==> src/rtl/led_sequencer_pkg.sv <==
// ---------------------------------------------------------------------------
// led_sequencer_pkg
// Shared definitions for the LED bar sequencer: sequencer state encoding,
// the width of the lit-LED counter and the default bar length.
// ---------------------------------------------------------------------------
package led_sequencer_pkg;

   // Counter wide enough to hold 0..16 inclusive.
   localparam int LED_CNT_W = 5;

   // Default number of LEDs on the bar.
   localparam int N_LED_DEFAULT = 16;

   typedef enum logic [2:0] {
      IDLE,
      STEP,
      DWELL,
      CHECK,
      SETTLE
   } seq_state_e;

endpackage

==> src/rtl/led_sequencer_btn_debounce.sv <==
// ---------------------------------------------------------------------------
// btn_debounce
// Two-flop synchroniser followed by a counter debouncer for an asynchronous
// push-button. The debounced level only changes after DB_CYCLES consecutive
// synchronised samples disagree with it.
//
// Ports:
//   clk    - system clock
//   rst_n  - asynchronous active-low reset
//   btn    - raw, asynchronous button input (active-high)
//   rise   - one-cycle pulse on the cycle the debounced level goes 0 -> 1
// ---------------------------------------------------------------------------
module btn_debounce #(
   parameter int DB_CYCLES = 8
) (
   input  logic clk,
   input  logic rst_n,
   input  logic btn,
   output logic rise
);

   localparam int CW = $clog2(DB_CYCLES + 1);

   logic [1:0]    sync_q, sync_d;
   logic          level_q, level_d;
   logic [CW-1:0] cnt_q, cnt_d;
   logic          flip;

   // The counter tracks how many samples in a row have disagreed with the
   // current debounced level; any agreeing sample restarts the run.
   always_comb begin
      sync_d  = {sync_q[0], btn};
      level_d = level_q;
      cnt_d   = cnt_q;
      flip    = 1'b0;
      if (sync_q[1] == level_q) begin
         cnt_d = '0;
      end else if (int'(cnt_q) + 1 >= DB_CYCLES) begin
         flip    = 1'b1;
         level_d = sync_q[1];
         cnt_d   = '0;
      end else begin
         cnt_d = cnt_q + CW'(1);
      end
   end

   always_ff @(posedge clk or negedge rst_n) begin
      if (!rst_n) begin
         sync_q  <= '0;
         level_q <= 1'b0;
         cnt_q   <= '0;
      end else begin
         sync_q  <= sync_d;
         level_q <= level_d;
         cnt_q   <= cnt_d;
      end
   end

   // Derived only from flops, so the consumer can register it directly and
   // see the rise on the same edge the debounced level flips.
   assign rise = flip & sync_q[1];

endmodule

==> src/rtl/led_sequencer.sv <==
// ---------------------------------------------------------------------------
// led_sequencer
// Drives a thermometer-coded LED bar. On every prescaler tick the lit count
// moves one LED toward the commanded target; on arrival it dwells, pulses
// check for the mode/direction controller, then allows two settle cycles
// for the controller to update its commands. A debounced flick button is
// presented as a held request that is cleared right after check.
//
// Ports:
//   clk       - system clock, all state on the rising edge
//   rst       - asynchronous active-low reset
//   up_down   - 1 = count up, 0 = count down
//   max_num   - target lit count, clamped to N_LED
//   flick_btn - raw asynchronous push-button, active-high
//   check     - registered one-cycle pulse after the dwell ends
//   flick     - registered, latched flick request
//   led       - thermometer code, led[i] = 1 iff i < lit count
// ---------------------------------------------------------------------------
module led_sequencer
   import led_sequencer_pkg::*;
#(
   parameter int TICK_DIV   = 12500000,
   parameter int N_LED      = N_LED_DEFAULT,
   parameter int HOLD_TICKS = 1,
   parameter int DB_CYCLES  = 8
) (
   input  logic                 clk,
   input  logic                 rst,
   input  logic                 up_down,
   input  logic [LED_CNT_W-1:0] max_num,
   input  logic                 flick_btn,
   output logic                 check,
   output logic                 flick,
   output logic [N_LED-1:0]     led
);

   localparam int PW = (TICK_DIV > 1) ? $clog2(TICK_DIV) : 1;
   localparam int DW = $clog2(HOLD_TICKS + 2);
   localparam logic [LED_CNT_W-1:0] CNT_MAX = LED_CNT_W'(N_LED);

   seq_state_e           state_q, state_d;
   logic [PW-1:0]        presc_q, presc_d;
   logic [LED_CNT_W-1:0] cnt_q, cnt_d;
   logic [DW-1:0]        dwell_q, dwell_d;
   logic                 settle_q, settle_d;
   logic                 check_q, check_d;
   logic                 flick_q, flick_d;
   logic [N_LED-1:0]     led_q, led_d;
   logic [LED_CNT_W-1:0] tgt;
   logic                 tick;
   logic                 flick_rise;

   btn_debounce #(
      .DB_CYCLES (DB_CYCLES)
   ) u_flick_db (
      .clk   (clk),
      .rst_n (rst),
      .btn   (flick_btn),
      .rise  (flick_rise)
   );

   // Free-running prescaler; tick marks the last cycle of each period.
   always_comb begin
      tick    = (presc_q == PW'(TICK_DIV - 1));
      presc_d = tick ? '0 : presc_q + PW'(1);
      tgt     = (max_num > CNT_MAX) ? CNT_MAX : max_num;
   end

   // Sequencer: the count saturates at both rails; reaching either the
   // target or a rail that blocks further movement ends the walk.
   always_comb begin
      state_d  = state_q;
      cnt_d    = cnt_q;
      dwell_d  = dwell_q;
      settle_d = settle_q;
      case (state_q)
         IDLE: begin
            if (tick) state_d = STEP;
         end
         STEP: begin
            if (tick) begin
               if (cnt_q == tgt) begin
                  state_d = DWELL;
               end else if (up_down && (cnt_q < CNT_MAX)) begin
                  cnt_d = cnt_q + LED_CNT_W'(1);
                  if (cnt_q + LED_CNT_W'(1) == tgt) state_d = DWELL;
               end else if (!up_down && (cnt_q != '0)) begin
                  cnt_d = cnt_q - LED_CNT_W'(1);
                  if (cnt_q - LED_CNT_W'(1) == tgt) state_d = DWELL;
               end else begin
                  state_d = DWELL;
               end
            end
         end
         DWELL: begin
            if (HOLD_TICKS == 0) begin
               state_d = CHECK;
            end else if (tick) begin
               if (int'(dwell_q) + 1 >= HOLD_TICKS) begin
                  state_d = CHECK;
                  dwell_d = '0;
               end else begin
                  dwell_d = dwell_q + DW'(1);
               end
            end
         end
         CHECK: begin
            state_d = SETTLE;
         end
         SETTLE: begin
            if (settle_q) begin
               settle_d = 1'b0;
               state_d  = STEP;
            end else begin
               settle_d = 1'b1;
            end
         end
         default: begin
            state_d = IDLE;
         end
      endcase
   end

   // Outputs are registered from next-state values so they line up with
   // the state they describe. A new debounced rise beats the post-check clear.
   always_comb begin
      check_d = (state_d == CHECK);
      flick_d = flick_rise | (flick_q & (state_q != CHECK));
      led_d   = '0;
      for (int i = 0; i < N_LED; i++) begin
         led_d[i] = (i < int'(cnt_d));
      end
   end

   always_ff @(posedge clk or negedge rst) begin
      if (!rst) begin
         state_q  <= IDLE;
         presc_q  <= '0;
         cnt_q    <= '0;
         dwell_q  <= '0;
         settle_q <= 1'b0;
         check_q  <= 1'b0;
         flick_q  <= 1'b0;
         led_q    <= '0;
      end else begin
         state_q  <= state_d;
         presc_q  <= presc_d;
         cnt_q    <= cnt_d;
         dwell_q  <= dwell_d;
         settle_q <= settle_d;
         check_q  <= check_d;
         flick_q  <= flick_d;
         led_q    <= led_d;
      end
   end

   assign check = check_q;
   assign flick = flick_q;
   assign led   = led_q;

endmodule

==> config.mk <==
export PLATFORM = sky130hd
export DESIGN_NAME = led_sequencer
export DESIGN_NICKNAME = d
export VERILOG_FILES = /design/src/rtl/led_sequencer_pkg.sv /design/src/rtl/led_sequencer_btn_debounce.sv /design/src/rtl/led_sequencer.sv
export SDC_FILE = /design/constraint.sdc
export NUM_CORES = 1
export LEC_CHECK = 0
export BUFFER_PORTS_ARGS = -buffer_cell sky130_fd_sc_hd__buf_4
export CAP_MARGIN = 20
export CORE_ASPECT_RATIO = 1.25
export CORE_UTILIZATION = 64
export DETAILED_ROUTE_END_ITERATION = 6
export PLACE_DENSITY = 0.85
export SLEW_MARGIN = 20
export SYNTH_ARGS = -nofsm -noshare
export SYNTH_HDL_FRONTEND = slang
export SYNTH_SLANG_ARGS = --single-unit
==> constraint.sdc <==
create_clock -name clk -period 3.75 [get_ports clk]
set_input_delay 0.1875 -clock clk [delete_from_list [all_inputs] [get_ports clk]]
set_output_delay 0.1875 -clock clk [all_outputs]
set_load 0.01 [all_outputs]
==> key figures, run 1 <==
Synthesis
  • Post-synth EDFFs: 0
  • Mux cell area share after synthesis: 0.00995
  • Synth top area cells: dfrtp_1, xor2_1, nand2_1
  • Share of the synthesized area in the top cell type: 0.470
  • Post-synthesis adder-cell area fraction: 0.0318
  • Synthesized netlist cell count: 311
  • Top FF cell, synth: dfrtp_1
  • Post-synthesis sequential area ratio: 0.470
  • Synth warn: 0
  • Synth Cell Area: 3140 um^2
  • Xor/xnor share of the synthesized area: 0.106
  • Asr flop ratio synth: 1.00
  • Flops & latches, synth: 59
  • Synth Area in Compound Gates: 0.123
  • Yosys cell types: 60
  • Avg Cell Area, Syn: 10.1 um^2
  • Synth Area in Simple Gates: 0.224
  • Main combinational cell family by area after synthesis: simple AND/OR/NAND/NOR gates
  • Count leader, synth: dfrtp_1
  • Synth area leader: dfrtp_1
  • Most frequent cells after synthesis: dfrtp_1, nand2_1, nor2_1
  • Net Count, Synth: 328

Power and ir drop
  • Sw Ratio: 0.243
  • Pwr dens: 333 nW/um^2
  • Static leakage: 0.00152 uW
  • Combinational Power Share: 0.040
  • Flop pwr share: 0.546
  • Cell Int Power: 896 uW
  • VDD IR-drop max: 285 uV
  • Sw Pwr: 287 uW
  • Clock share of power: 0.414

Setup path
  • CP Class: flip-flop to flip-flop
  • Peak fanout along the critical path: 11
  • Worst setup SP type: flip-flop
  • CP Cell Sequence: inv_1, ha_1, nor2b_1, a21oi_1, o2111ai_4, xnor2_4, inv_2, a21oi_1, o21ai_1
  • CP required: 3.95 ns
  • CP max stage delay: 0.52 ns
  • Cell mode on critical path: a21oi_1
  • Critical path capture point type: flip-flop
  • WP data arrival: 2.80 ns
  • Slowest library cell on the worst path: dfrtp_1

Cells and area
  • Area grow syn2layout: 13.1%
  • Cell area after layout: 3560 um^2
  • FILL cells: 344
  • Layout cell share with drive strength beyond 1: 0.174
  • Nets: 357
  • N_diodes: 0

Placement
  • DP Area: 3370 um^2
  • Place WS: 1.21 ns
  • HPWL after detailed placement: 4250 um
  • Final Wtd Congestion: 0.923
  • Number of port buffers: 26

Timing
  • Final Max Tran Viols: 0
  • Period utilization: 0.695
  • Clk_skew: 0.0100 ns
  • RSZ-0062 raised after global routing: no
  • Fmax: 384 MHz
  • Slew headroom: 0.516
  • Slack of the critical path: 1.14 ns
  • Setup_tns: 0 ns
  • Fin. Hold Viols: 0
  • Crit path time final: 2.61 ns
  • Setup-failing EPs final: 0
  • Worst Tran Pin Value: 0.726 ns

Global route
  • Largest net degree at the start of global routing: 60
  • GRT Util Overall: 0.276
  • Vias in the first global route: 2345
  • Initial antenna violation count: 0
  • First-pass GRT wire length: 10800 um
  • Grt ovf: 0

Clocking
  • Root Driver: clkbuf_8
  • Num CTS Buffers: 9
  • Post-CTS setup buffers: 0
  • H-tree Lvls: 3
  • Clk buf depth: 2
  • Post_cts resized: 0
  • Cts-stage hold buffer count: 2
  • # clock sinks: 59
  • Clock transition at path regs: 0.07 ns
  • TritonCTS clock tree: yes
  • Clk_lat worst skew: 0.33 ns

Routing
  • Post-route DRC violation count: 0
  • Final wirelength: 6440 um
  • First DRT Iteration DRCs: 113
  • Via density per instance: 5.92
  • First-pass detailed-route iteration total: 4
  • Routed Antenna Nets: 0
  • Via Count: 2397
  • WL/cell: 15.9 um

Flow run
  • Max cap viols: 0

Die
  • Die Y: 80.4 um
  • Initial Util: 0.665
  • Chip Width: 64.7 um
  • Die ar.: 5200 um^2
  • Core Rows: 28
  • Total core area: 4730 um^2
  • Top Ports: 27

Worst hold path
  • Hold WC Path Type: flip-flop to flip-flop

Status
  • Status: finished, final reports clean
layer usage:
layer,track usage,part of all wire
met1,0.302,0.39
met2,0.508,0.56
met3,0.0653,0.037
met4,0.104,0.017
met5,0,0
logic make-up (layout without fill, tap and decap cells):
family | count (synthesis) | after routing
compound gates | 49 | 49
xor+xnor | 36 | 36
fa+ha+maj | 8 | 8
buf+inv | 25 | 59
flops | 59 | 59
mux | 3 | 3
other cells | 1 | 1
simple gates | 130 | 130
critical path, delay by kind of cell (launching register included):
family	cells	cell delay, ns
AO/OA/AOI/OAI	4	0.92
flip-flops	1	0.52
AND/OR/NAND/NOR	1	0.15
XOR/XNOR	1	0.33
adder cells (fa/ha/maj)	1	0.24
buffers and inverters	2	0.31
final cells by class:
type / count / area (um^2) / area share
multi-input combinational: 227 / 1560 / 0.439
sequential: 59 / 1480 / 0.415
timing repair buffer: 29 / 223 / 0.0626
clock buffer: 9 / 124 / 0.0348
tap: 60 / 75.1 / 0.0211
inverter: 14 / 52.6 / 0.0148
clock inverter: 7 / 45.0 / 0.0127
power by group through the flow:
| stage | logic, uW | clock network (uW) | registers, uW |
|---|---|---|---|
| floorplan | 19.4 | 0 | 656 |
| global route | 53.4 | 524 | 646 |
| finish | 47.5 | 490 | 646 |
| detailed placement | 45.0 | 0 | 657 |
| CTS | 47.9 | 500 | 646 |
| global placement | 43.9 | 0 | 657 |
sequential cells by signal, summed over array words and instances (netlist names):
name / count
check: 1
cnt_q: 5
dwell_q: 2
flick: 1
led: 15
presc_q: 24
settle_q: 1
state_q: 3
u_flick_db.cnt_q: 4
u_flick_db.level_q: 1
u_flick_db.sync_q: 2
stage by stage:
step | hold slack (ns) | util | total power [uW] | std cells
floorplan | -0.108 | - | 676 | 311
global placement | 0.283 | 0.712 | 701 | 387
detailed placement | 0.292 | 0.712 | 702 | 387
CTS | 0.364 | 0.752 | 1190 | 405
global route | 0.386 | 0.752 | 1220 | 405
finish | 0.365 | 0.752 | 1180 | 405
path summary, 6_finish.rpt:
check | slack (ns) | startpoint | to | cells past startpoint
worst max-delay path | 1.14 | cnt_q[0] | led[10] | 9
worst min-delay path | 0.36 | u_flick_db.sync_q[0] | u_flick_db.sync_q[1] | 0
worst max register to register | 1.14 | cnt_q[0] | led[10] | 9
worst min register to register | 0.36 | u_flick_db.sync_q[0] | u_flick_db.sync_q[1] | 0
max in group asynchronous | 2.81 | rst | led[5] | 2
min in group asynchronous | 0.46 | rst | presc_q[12] | 2
placed cells by master (no fill, tap or decap), types with 3 or more instances in the layout:
cell / netlist / layout
a21oi_1: 6 / 6
buf_4: 1 / 27
nor3b_1: 4 / 4
nand4_1: 5 / 5
nand2b_1: 6 / 6
nor3_1: 5 / 5
nor2_1: 31 / 31
nand2_1: 35 / 35
a31oi_1: 4 / 4
and3_1: 5 / 5
o2bb2ai_2: 3 / 3
clkbuf_8: 0 / 9
nand3_1: 13 / 13
xnor2_1: 13 / 13
o21ai_0: 12 / 12
o21ai_1: 4 / 4
inv_1: 12 / 12
xor2_1: 22 / 22
dfrtp_1: 59 / 59
ha_1: 8 / 8
clkinv_2: 0 / 4
nor2b_1: 5 / 5
and4_1: 3 / 3
No activity file was read; power rests on OpenSTA's default activity.
==> run 2: changes to the inputs <==
--- a/config.mk
+++ b/config.mk
@@ -8,9 +8,9 @@
 export BUFFER_PORTS_ARGS = -buffer_cell sky130_fd_sc_hd__buf_4
 export CAP_MARGIN = 20
 export CORE_ASPECT_RATIO = 1.25
-export CORE_UTILIZATION = 64
+export CORE_UTILIZATION = 59
 export DETAILED_ROUTE_END_ITERATION = 6
-export PLACE_DENSITY = 0.85
+export PLACE_DENSITY = 0.79
 export SLEW_MARGIN = 20
 export SYNTH_ARGS = -nofsm -noshare
 export SYNTH_HDL_FRONTEND = slang
==> constraint.sdc (replaced) <==
create_clock -name clk -period 2.4 [get_ports clk]
set_input_delay 0.12 -clock clk [delete_from_list [all_inputs] [get_ports clk]]
set_output_delay 0.12 -clock clk [all_outputs]
set_load 0.01 [all_outputs]
==> run 2 against run 1 <==
Compared with the run above: sequential power is 56% higher; global-route usage fell by 0.84 points; core utilization is 0.057 points lower; clock skew hardly changed; setup slack got worse by 1.1 ns; first-iteration DRC count rose by 42%; hold slack improved by 0.0018 ns; count of clock-buffer cells in the layout is 1 higher; cell area rose by 8.1%; wire length up 1.9%; clock power rose by 130%; critical path type unchanged; largest cell class unchanged; largest power group is now the clock network; highest routed layer unchanged.
==> key figures, run 2 (same netlist as run 1, synthesis figures left out) <==
Setup path
  • CP Class: flip-flop to flip-flop
  • Reg2reg path depth: 9 (unchanged)
  • CP Cell Sequence: inv_1, ha_1, nor2b_1, a21oi_1, a22o_1, o21ai_1, o2bb2ai_4, nand2_1, o31ai_1
  • R2r startpoint: cnt_q[0]
  • CP max stage delay: 0.39 ns (-0.13 ns)
  • R2r setup slk: 0.06 ns (-1.08 ns)
  • WP data arrival: 2.57 ns (-0.23 ns)
  • Slowest library cell on the worst path: dfrtp_1
  • Peak fanout along the critical path: 8 (-3)
  • Worst setup SP type: flip-flop
  • CP required: 2.64 ns (-1.31 ns)
  • Critical path capture point type: flip-flop
  • Reg-to-reg critical path endpoint: led[14]

Global route
  • Largest net degree at the start of global routing: 60 (unchanged)
  • Grt ovf: 0 (unchanged)
  • Initial antenna violation count: 0 (unchanged)
  • GRT Util Overall: 0.267 (-0.00839)
  • Vias in the first global route: 2498 (+6.5%)
  • First-pass GRT wire length: 11200 um (+4.0%)

Worst hold path
  • Hold WC Path Type: input pin to asynchronous set/reset pin

Timing
  • Crit path time final: 2.34 ns (-0.267 ns)
  • Slew headroom: 0.512 (-0.00464)
  • Fin. Hold Viols: 0 (unchanged)
  • Worst Tran Pin Value: 0.733 ns (+0.00696 ns)
  • Period utilization: 0.974 (+0.279)
  • Fmax: 428 MHz (+11%)
  • RSZ-0062 raised after global routing: yes
  • Slack of the critical path: 0.0616 ns (-1.08 ns)
  • Setup-failing EPs final: 0 (unchanged)
  • Final Max Tran Viols: 0 (unchanged)
  • Clk_skew: 0.0101 ns (+0.0000831 ns)

Cells and area
  • Layout cell share with drive strength beyond 1: 0.223 (+0.0492)
  • Multi-input logic area: 1630 um^2 (+4.3%)
  • Area grow syn2layout: 22.2%
  • FILL cells: 365 (+6.1%)
  • Most common cell after layout, fill and taps aside: dfrtp_1
  • N_diodes: 0 (unchanged)
  • Nets: 375 (+5.0%)
  • Max reg flops: 24 (unchanged)
  • Cell Count, Final, Fillers Out: 425 (+4.9%)
  • Commonest cells after routing, fill and taps aside: dfrtp_1, buf_4, nand2_1
  • Top reg by flops: presc_q
  • Sequential cell area: 1480 um^2 (about the same)

Power and ir drop
  • Power consumption: 2200 uW (+86%)
  • Static leakage: 0.00168 uW (+11%)
  • VDD IR-drop max: 433 uV (+52%)
  • Pwr dens: 573 nW/um^2 (+72%)

Routing
  • Via density per instance: 5.68 (-4.1%)
  • Final wirelength: 6560 um (+1.9%)
  • First-pass detailed-route iteration total: 4 (unchanged)
  • Post-route DRC violation count: 0 (unchanged)
  • Routed Antenna Nets: 0 (unchanged)
  • Via Count: 2413 (+0.67%)
  • First DRT Iteration DRCs: 161 (+42%)
  • WL/cell: 15.4 um (-2.9%)

Clocking
  • # clock sinks: 59 (unchanged)
  • Clock transition at path regs: 0.07 ns (about the same)
  • TritonCTS clock tree: yes
  • Clk buf depth: 2 (unchanged)
  • H-tree Lvls: 3 (unchanged)
  • Clk_lat worst skew: 0.34 ns (about the same)
  • Num CTS Buffers: 9 (unchanged)
  • Root Driver: clkbuf_8

Die
  • Die Y: 83.6 um (+4.1%)
  • Top Ports: 27 (unchanged)
  • Chip Width: 67.3 um (+4.0%)
  • Die ar.: 5630 um^2 (+8.2%)
  • Core Rows: 29 (+3.6%)
  • Total core area: 5120 um^2 (+8.2%)
  • Initial Util: 0.615 (-0.0502)

Placement
  • Final Wtd Congestion: 0.859 (-7.0%)
  • HPWL after detailed placement: 4540 um (+6.6%)
  • Number of port buffers: 26 (unchanged)
  • Placed insts: 406 (+4.9%)
  • Place WS: -0.00797 ns (-1.22 ns)

Status
  • Status: finished, final reports clean

Flow run
  • Max cap viols: 0 (unchanged)
run 2: cell types whose count changed in the layout (fill, tap and decap cells not counted), moves of 2 or more:
| cell | previous run | this run |
|---|---|---|
| o2bb2ai_2 | 3 | 1 |
| bufinv_16 | 0 | 3 |
| buf_4 | 27 | 45 |
| o21ai_1 | 4 | 6 |
| o2bb2ai_4 | 1 | 4 |
| clkinv_2 | 4 | 1 |
| o21ai_0 | 12 | 10 |
run 2: worst max path at each step:
stage	slack, ns	start	endpoint	cells after the start
finish	0.06	cnt_q[0]	led[14]	9
CTS	0.003	presc_q[8]	led[0]	7
floorplan	0.16	cnt_q[0]	led[0]	10
global route	-0.07	presc_q[8]	led[14]	7
detailed placement	-0.008	presc_q[8]	led[14]	7
global placement	0.11	cnt_q[0]	state_q[1]	9
run 2: stage by stage:
stage | TNS, ns | hold WS, ns | util | area [um^2]
floorplan | 0 | -0.176 | - | 3140
global placement | 0 | 0.216 | 0.684 | 3500
detailed placement | -0.00797 | 0.220 | 0.684 | 3500
CTS | 0 | 0.370 | 0.741 | 3790
global route | -0.0997 | 0.384 | 0.751 | 3840
finish | 0 | 0.367 | 0.751 | 3840
run 2: worst max-delay path, delay by kind of cell (launching register included):
family                   cells  cell delay (ns)
AO/OA/AOI/OAI                5             1.23
flip-flops                   1             0.39
AND/OR/NAND/NOR              2             0.32
adder cells (fa/ha/maj)      1             0.19
buffers and inverters        1             0.09
run 2: power breakdown:
group	switching (uW)	internal (uW)	total [uW]
Combinational	45.4	28.3	73.7
Sequential	6.90	1000	1010
Clock	401	719	1120
run 2: metal layers:
metal  vias up  global-route usage  routed length (um)
met1      1195               0.313                2780
met2        36               0.449                3430
met4         0               0.149                 178
met5         -                   0                   0
li1       1167                   -                   -
met3        15              0.0437                 169
run 2: area by class of cell:
cell class,instances,area share
multi-input cells,227,0.424
flip-flops and latches,59,0.384
repair buffers,47,0.0931
clock buffers,10,0.0358
clock inverters,6,0.0293
well taps,62,0.0202
inverters,14,0.0137
run 2: what timing repair did:
action,CTS,global route
pin swaps,0,7
endpoints found under the hold margin,60,0
setup buffers,0,1
hold buffers,2,0
endpoints found under the setup margin,1,14
gates resized for setup,2,9
